<file path="config.mk">
export PLATFORM = sky130hd
export DESIGN_NAME = mem_stage
export DESIGN_NICKNAME = d
export VERILOG_FILES = /design/src/rtl/mem_stage_pkg.sv /design/src/rtl/mem_req_fsm.sv /design/src/rtl/mem_stage.sv
export SDC_FILE = /design/constraint.sdc
export NUM_CORES = 1
export LEC_CHECK = 0
export CORE_MARGIN = 2
export CORE_UTILIZATION = 38
export DETAILED_ROUTE_END_ITERATION = 16
export GPL_TIMING_DRIVEN = 0
export PLACE_DENSITY = 0.87
export SLEW_MARGIN = 20
export SYNTH_ARGS = -nofsm -noshare
export SYNTH_HDL_FRONTEND = slang
export SYNTH_SLANG_ARGS = --single-unit
export TNS_END_PERCENT = 1
</file>
<file path="constraint.sdc">
create_clock -name clk -period 1.9 [get_ports clk]
set_input_delay 0.475 -clock clk [delete_from_list [all_inputs] [get_ports clk]]
set_output_delay 0.475 -clock clk [all_outputs]
set_load 0.005 [all_outputs]
</file>
<file path="src/rtl/mem_stage_pkg.sv">
// ---------------------------------------------------------------------------
// mem_stage_pkg
// Shared types and constants for the WISC memory stage.
//   state_t          : request FSM state encoding (IDLE/REQ/WAIT/DONE)
//   WAIT_MAX_DEFAULT : default number of WAIT cycles before a timeout error
//   is_misaligned()  : true when a 16-bit access address is odd
// ---------------------------------------------------------------------------
package mem_stage_pkg;

    typedef enum logic [1:0] {
        ST_IDLE = 2'd0,
        ST_REQ  = 2'd1,
        ST_WAIT = 2'd2,
        ST_DONE = 2'd3
    } state_t;

    localparam int WAIT_MAX_DEFAULT = 15;

    // Word accesses must be on even byte addresses.
    function automatic logic is_misaligned(input logic [15:0] addr);
        return addr[0];
    endfunction

endpackage

</file>
<file path="src/rtl/mem_req_fsm.sv">
// ---------------------------------------------------------------------------
// mem_req_fsm
// Request/wait sequencer for the memory stage: state register, WAIT timeout
// counter, memory request strobes and the upstream stall.
//   clk, rst      : clock, synchronous active-high reset
//   start         : an aligned memory op is accepted this cycle (IDLE only)
//   op_write      : latched op type (1 = store, 0 = load)
//   mem_busy      : memory cannot take the request this cycle
//   mem_done      : memory access complete
//   state         : current FSM state
//   mem_rd/mem_wr : request strobes, high only in REQ
//   stall         : hold upstream (accept cycle through last WAIT cycle)
//   wait_done     : mem_done observed while in WAIT
//   wait_timeout  : last permitted WAIT cycle passed with no mem_done
// ---------------------------------------------------------------------------
module mem_req_fsm
    import mem_stage_pkg::*;
#(
    parameter int WAIT_MAX = WAIT_MAX_DEFAULT
) (
    input  logic   clk,
    input  logic   rst,
    input  logic   start,
    input  logic   op_write,
    input  logic   mem_busy,
    input  logic   mem_done,
    output state_t state,
    output logic   mem_rd,
    output logic   mem_wr,
    output logic   stall,
    output logic   wait_done,
    output logic   wait_timeout
);

    localparam int CW = $clog2(WAIT_MAX + 1);
    localparam logic [CW-1:0] CNT_MAX  = CW'(WAIT_MAX);
    // The counter holds the number of WAIT cycles already completed, so the
    // cycle in which it would reach WAIT_MAX is the last one allowed.
    localparam logic [CW-1:0] CNT_LAST = CW'(WAIT_MAX - 1);

    logic [CW-1:0] cnt;

    assign mem_rd       = (state == ST_REQ) && !op_write;
    assign mem_wr       = (state == ST_REQ) &&  op_write;
    assign stall        = start || (state == ST_REQ) || (state == ST_WAIT);
    assign wait_done    = (state == ST_WAIT) && mem_done;
    // mem_done in the final cycle takes priority over the timeout.
    assign wait_timeout = (state == ST_WAIT) && !mem_done && (cnt >= CNT_LAST);

    // NOTE: sequential state uses non-blocking assignments so every register
    // samples the values from before the edge, independent of statement order.
    always_ff @(posedge clk) begin
        if (rst) begin
            state <= ST_IDLE;
            cnt   <= '0;
        end else begin
            case (state)
                ST_IDLE: begin
                    if (start) state <= ST_REQ;
                end
                ST_REQ: begin
                    if (!mem_busy) begin
                        state <= ST_WAIT;
                        cnt   <= '0;
                    end
                end
                ST_WAIT: begin
                    if (cnt != CNT_MAX) cnt <= cnt + 1'b1;   // saturate, never wrap
                    if (wait_done || wait_timeout) state <= ST_DONE;
                end
                ST_DONE: begin
                    state <= ST_IDLE;
                end
                default: state <= ST_IDLE;
            endcase
        end
    end

endmodule

</file>
<file path="src/rtl/mem_stage.sv">
// ---------------------------------------------------------------------------
// mem_stage
// Memory stage of the 5-stage WISC pipeline. Passes non-memory results
// straight through, runs a request/wait handshake with a multi-cycle data
// memory for loads/stores (stalling upstream meanwhile), flags misaligned
// accesses, memory faults and timeouts in a sticky err, and latches HALT.
//   clk, rst            : clock, synchronous active-high reset
//   in_valid            : instruction presented by execute
//   memRead/memWrite    : load / store
//   halt                : HALT instruction
//   exOut               : address (memory ops) or pass-through value
//   wrData              : store data
//   stall               : upstream must hold inputs
//   out_valid/out_data  : writeback result
//   err, halted         : sticky status flags (cleared by rst only)
//   mem_addr/mem_wdata  : memory address / write data
//   mem_rd/mem_wr       : memory request strobes
//   mem_busy, mem_done  : memory flow control / completion
//   mem_rdata, mem_err  : read data / fault, valid with mem_done
// ---------------------------------------------------------------------------
module mem_stage
    import mem_stage_pkg::*;
#(
    parameter int WAIT_MAX = WAIT_MAX_DEFAULT
) (
    input  logic        clk,
    input  logic        rst,
    input  logic        in_valid,
    input  logic        memRead,
    input  logic        memWrite,
    input  logic        halt,
    input  logic [15:0] exOut,
    input  logic [15:0] wrData,
    output logic        stall,
    output logic        out_valid,
    output logic [15:0] out_data,
    output logic        err,
    output logic        halted,
    output logic [15:0] mem_addr,
    output logic [15:0] mem_wdata,
    output logic        mem_rd,
    output logic        mem_wr,
    input  logic        mem_busy,
    input  logic        mem_done,
    input  logic [15:0] mem_rdata,
    input  logic        mem_err
);

    state_t      state;
    logic [15:0] addr_q;
    logic [15:0] wdata_q;
    logic [15:0] rdata_q;
    logic        write_q;

    logic idle_take;
    logic is_mem_op;
    logic accept;
    logic misaligned;
    logic pass_thru;
    logic wait_done;
    logic wait_timeout;

    // Instructions are only taken in IDLE and only while not halted.
    // A HALT is treated as a non-memory op even if memRead/memWrite are set.
    assign idle_take  = (state == ST_IDLE) && in_valid && !halted;
    assign is_mem_op  = (memRead || memWrite) && !halt;
    assign accept     = idle_take && is_mem_op && !is_misaligned(exOut);
    assign misaligned = idle_take && is_mem_op &&  is_misaligned(exOut);
    assign pass_thru  = idle_take && !is_mem_op;

    mem_req_fsm #(
        .WAIT_MAX (WAIT_MAX)
    ) u_fsm (
        .clk          (clk),
        .rst          (rst),
        .start        (accept),
        .op_write     (write_q),
        .mem_busy     (mem_busy),
        .mem_done     (mem_done),
        .state        (state),
        .mem_rd       (mem_rd),
        .mem_wr       (mem_wr),
        .stall        (stall),
        .wait_done    (wait_done),
        .wait_timeout (wait_timeout)
    );

    always_ff @(posedge clk) begin
        if (rst) begin
            addr_q  <= '0;
            wdata_q <= '0;
            rdata_q <= '0;
            write_q <= 1'b0;
            err     <= 1'b0;
            halted  <= 1'b0;
        end else begin
            if (accept) begin
                addr_q  <= exOut;
                wdata_q <= wrData;
                write_q <= memWrite;
                rdata_q <= '0;          // stores and timeouts report 0
            end
            if (wait_done && !write_q) rdata_q <= mem_rdata;
            if (misaligned || wait_timeout || (wait_done && mem_err)) err <= 1'b1;
            if (idle_take && halt) halted <= 1'b1;
        end
    end

    assign mem_addr  = addr_q;
    assign mem_wdata = wdata_q;

    // NOTE: every output of this always_comb gets a default first, so no
    // path leaves it unassigned and no latch is inferred.
    always_comb begin
        out_valid = pass_thru || misaligned || (state == ST_DONE);
        out_data  = '0;
        if (pass_thru)
            out_data = exOut;
        else if (state == ST_DONE)
            out_data = rdata_q;
    end

endmodule

</file>
==> impl_metrics.toml, run 1 <==
[clocking]
clk_path_buf_depth = 2
clk_latency_ps = 330
hold_buffers = 0
cts_sinks = 57
root_buffer = "clkbuf_8"
numCtsBuffers = 9
cts_max_level = 3
tritoncts = "done"
clk_pin_slew_ps = 70

[drt]
drt-total-wl_mm = 9.05
vias_per_cell = 5.34
drt_iter0_markers = 233
postRouteAntennaNets = 0
wire_per_inst_um = 16.5
via_count = 2922
drc = 0
firstDrtPassIters = 5

[setup_path]
r2r_slack_ps = -240
max_stage_delay_ps = 360
path_common_cell = "nand2_4"
path_cells = "inv_4 > ha_4 > nand2_4 > nor3b_4 > buf_6 > buf_8 > nand2_4 > o21ai_2 > buf_2"
critPathCaptureType = "output pin"
r2r_cells = 10
crit_arrival_ps = 1820
r2r_end = "u_fsm.state[1]"
critPathSlowestCell = "dfxtp_4"
critPathBufInv = 4
rr_startpoint = "u_fsm.state[0]"
cp_max_fo = 6
cp_top_family = "buffers and inverters"
crit_required_ps = 1420
path_class = "register to output pin"
start_kind = "register"

[floorplan]
die_y_um = 84.9
start_util_pct = 39.2
core_area_um2 = 6350
io_pins = 111
dieArea_um2 = 7210
die_w_um = 84.9
row_count = 29

[pwr]
leakagePower_nw = 1.55
ir_drop_v = 0.000494
power_density_nw_per_um2 = 903

[placed_design]
gp_congestion = 0.855
portBuffers = 110
dpl.cell_count = 519
hpwlAfterDp_mm = 5.96
pre_cts_slack_ps = -1260

[finish]
regArea_um2 = 1150
nFillCells = 441
diodes = 0
final_cells = 547
drive_gt1_share_pct = 23.2
syn_to_final_growth_pct = 68.4
fin_util_pct = 65.9
finalNetCount = 530
multi_input_area_um2 = 1400

[timing]
slew_headroom_pct = 64.2
fmax_mhz = 435
setup_viol = 68
rsz0062_at_grt = "true"
layout_setup_ws_ps = -397
slew_viol_final = 0
min_period_ps = 2300
min_period_over_period_pct = 121
hold_viol = 0
final.setup_skew_ps = 11.5
worst_slew_pin_slew_ps = 536

[status]
outcome = "finished, violations left"
violations = "negative setup slack"

[synthesis]
synth_edf_count = 0
synthTopCellsByArea = "dfxtp_1 (46%), nand2_1 (18%), a21oi_1 (10%)"
synthDistinctLibCells = 32
async_flop_share_pct = 0
syn-instance-count = 332
synth-seq-area-share_pct = 45.9
synth_area_leader_cell = "dfxtp_1"
synth_area_um2 = 2490
avgSynthCellArea_um2 = 7.49
ys.flop_type = "dfxtp_1"
ys_warn_count = 0
synth-seq-cells = 57
yosysTopAreaCellShare_pct = 45.9
synth.net_count = 396

[global_routing]
grt_max_degree = 11
grt_pass1_wl_mm = 13.1
grt_pass1_vias = 2719
antenna_found_initial = 0
grt-ovfl-total = 0
grt_usage_pct = 22.9

[hold_path]
worst_hold_path_type = "register to register"
min_from = "mem_wdata[6]"
min_delay_path_depth = 2
whs_endpoint = "mem_wdata[6]"

[job]
cap_violations = 0
-- cell families (layout without fill, tap and decap cells) --
family	after synthesis	after routing	share of synthesized area [%]
compound gates	81	81	18.1
fa+ha+maj	7	7	3.52
buf+inv	29	167	5.03
flops	57	57	45.9
mux	1	1	0.403
simple gates	157	157	27.0
-- state kept, by name (all words and copies together) (netlist names) --
register / cells
rdata_q: 16
mem_addr: 16
u_fsm.cnt: 4
mem_wdata: 16
halted: 1
write_q: 1
u_fsm.state: 2
err: 1
-- layout make-up --
type,instances,area share [%]
well taps,77,2.30
inverters,5,0.508
plain buffers,22,4.54
clock buffers,12,3.71
multi-input cells,246,33.5
flip-flops and latches,57,27.5
repair buffers,125,27.0
clock inverters,3,0.956
-- cells in the final DEF (no fill, tap or decap), types with 3 or more instances in the layout --
master and n:
clkbuf_1 12, nand3_1 17, nand2_2 14, inv_1 3, o21ai_0 3, nor2_1 3
clkbuf_8 13, buf_8 7, clkdlybuf4s50_1 85, dlygate4sd2_1 5, or3_1 3, ha_1 4
clkbuf_2 4, a21oi_1 52, buf_4 12, buf_2 17, dfxtp_1 54, o21ai_2 13
nand2_1 100, nand2_4 4
-- cells in the mapped netlist (all sizes together) (2+ instances only) --
cell type,number
o211ai,2
or3,3
clkbuf,21
nor3b,3
nand2,118
or2,2
a21oi,53
nor2,4
nand2b,2
ha,7
dfxtp,57
o21ai,19
inv,5
nand3,17
buf,3
nand4,2
-- layer usage --
metal	wire length (um)	part of all wire [%]	GRT usage, %
met1	3490	39	27.1
met2	4520	50	39.4
met3	563	6.2	4.09
met4	467	5.2	12.6
met5	0	0	0
-- worst max-delay path by stage --
stage / start / endpoint / slack (ps) / depth (start not counted)
finish: u_fsm.state[0] / out_data[12] / -400 / 9
global route: u_fsm.state[0] / out_data[14] / -430 / 9
CTS: u_fsm.state[0] / out_data[3] / -300 / 9
detailed placement: memWrite / out_data[1] / -1260 / 7
global placement: memWrite / out_data[1] / -1250 / 7
floorplan: u_fsm.state[0] / out_data[0] / -30 / 7
-- through the flow --
step / TNS (ps) / cell area, um^2 / hold WS, ps / power, mW
finish: -10770 / 4190 / 460 / 3.78
detailed placement: -45160 / 3690 / 452 / 2.26
global placement: -44480 / 3690 / 442 / 2.23
CTS: -6670 / 4070 / 461 / 3.59
floorplan: -262 / 2490 / 448 / 1.78
global route: -14950 / 4190 / 481 / 3.92
-- what timing repair did --
| item | CTS | global route |
|---|---|---|
| gates resized for setup | 145 | 40 |
| buffers inserted | 11 | 2 |
| gates cloned | 2 | 0 |
| setup endpoints to repair | 65 | 72 |
| pin swaps | 10 | 4 |
-- worst reg2reg max path, stage by stage (launching register included) --
cell,delay [ps]
dfxtp_4,360
inv_4,80
ha_4,160
nand2_4,60
buf_4,160
buf_4,140
or4_4,420
buf_6,160
buf_8,140
a21oi_2,180
mux2i_1,210
-- power breakdown --
part           internal, mW  switching, mW
registers              1.27         0.0603
clock network         0.666          0.472
logic                 0.676          0.631
total                  2.62           1.16
No activity file was read; power rests on OpenSTA's default activity.
==> inputs of run 2 (changes only) <==
--- a/config.mk
+++ b/config.mk
@@ -8,6 +8,7 @@
 export CORE_MARGIN = 2
 export CORE_UTILIZATION = 38
 export DETAILED_ROUTE_END_ITERATION = 16
+export GPL_ROUTABILITY_DRIVEN = 0
 export GPL_TIMING_DRIVEN = 0
 export PLACE_DENSITY = 0.87
 export SLEW_MARGIN = 20
==> results of run 2 <==
Same layout as run 1: the final DEF is identical, and so are final timing and power.
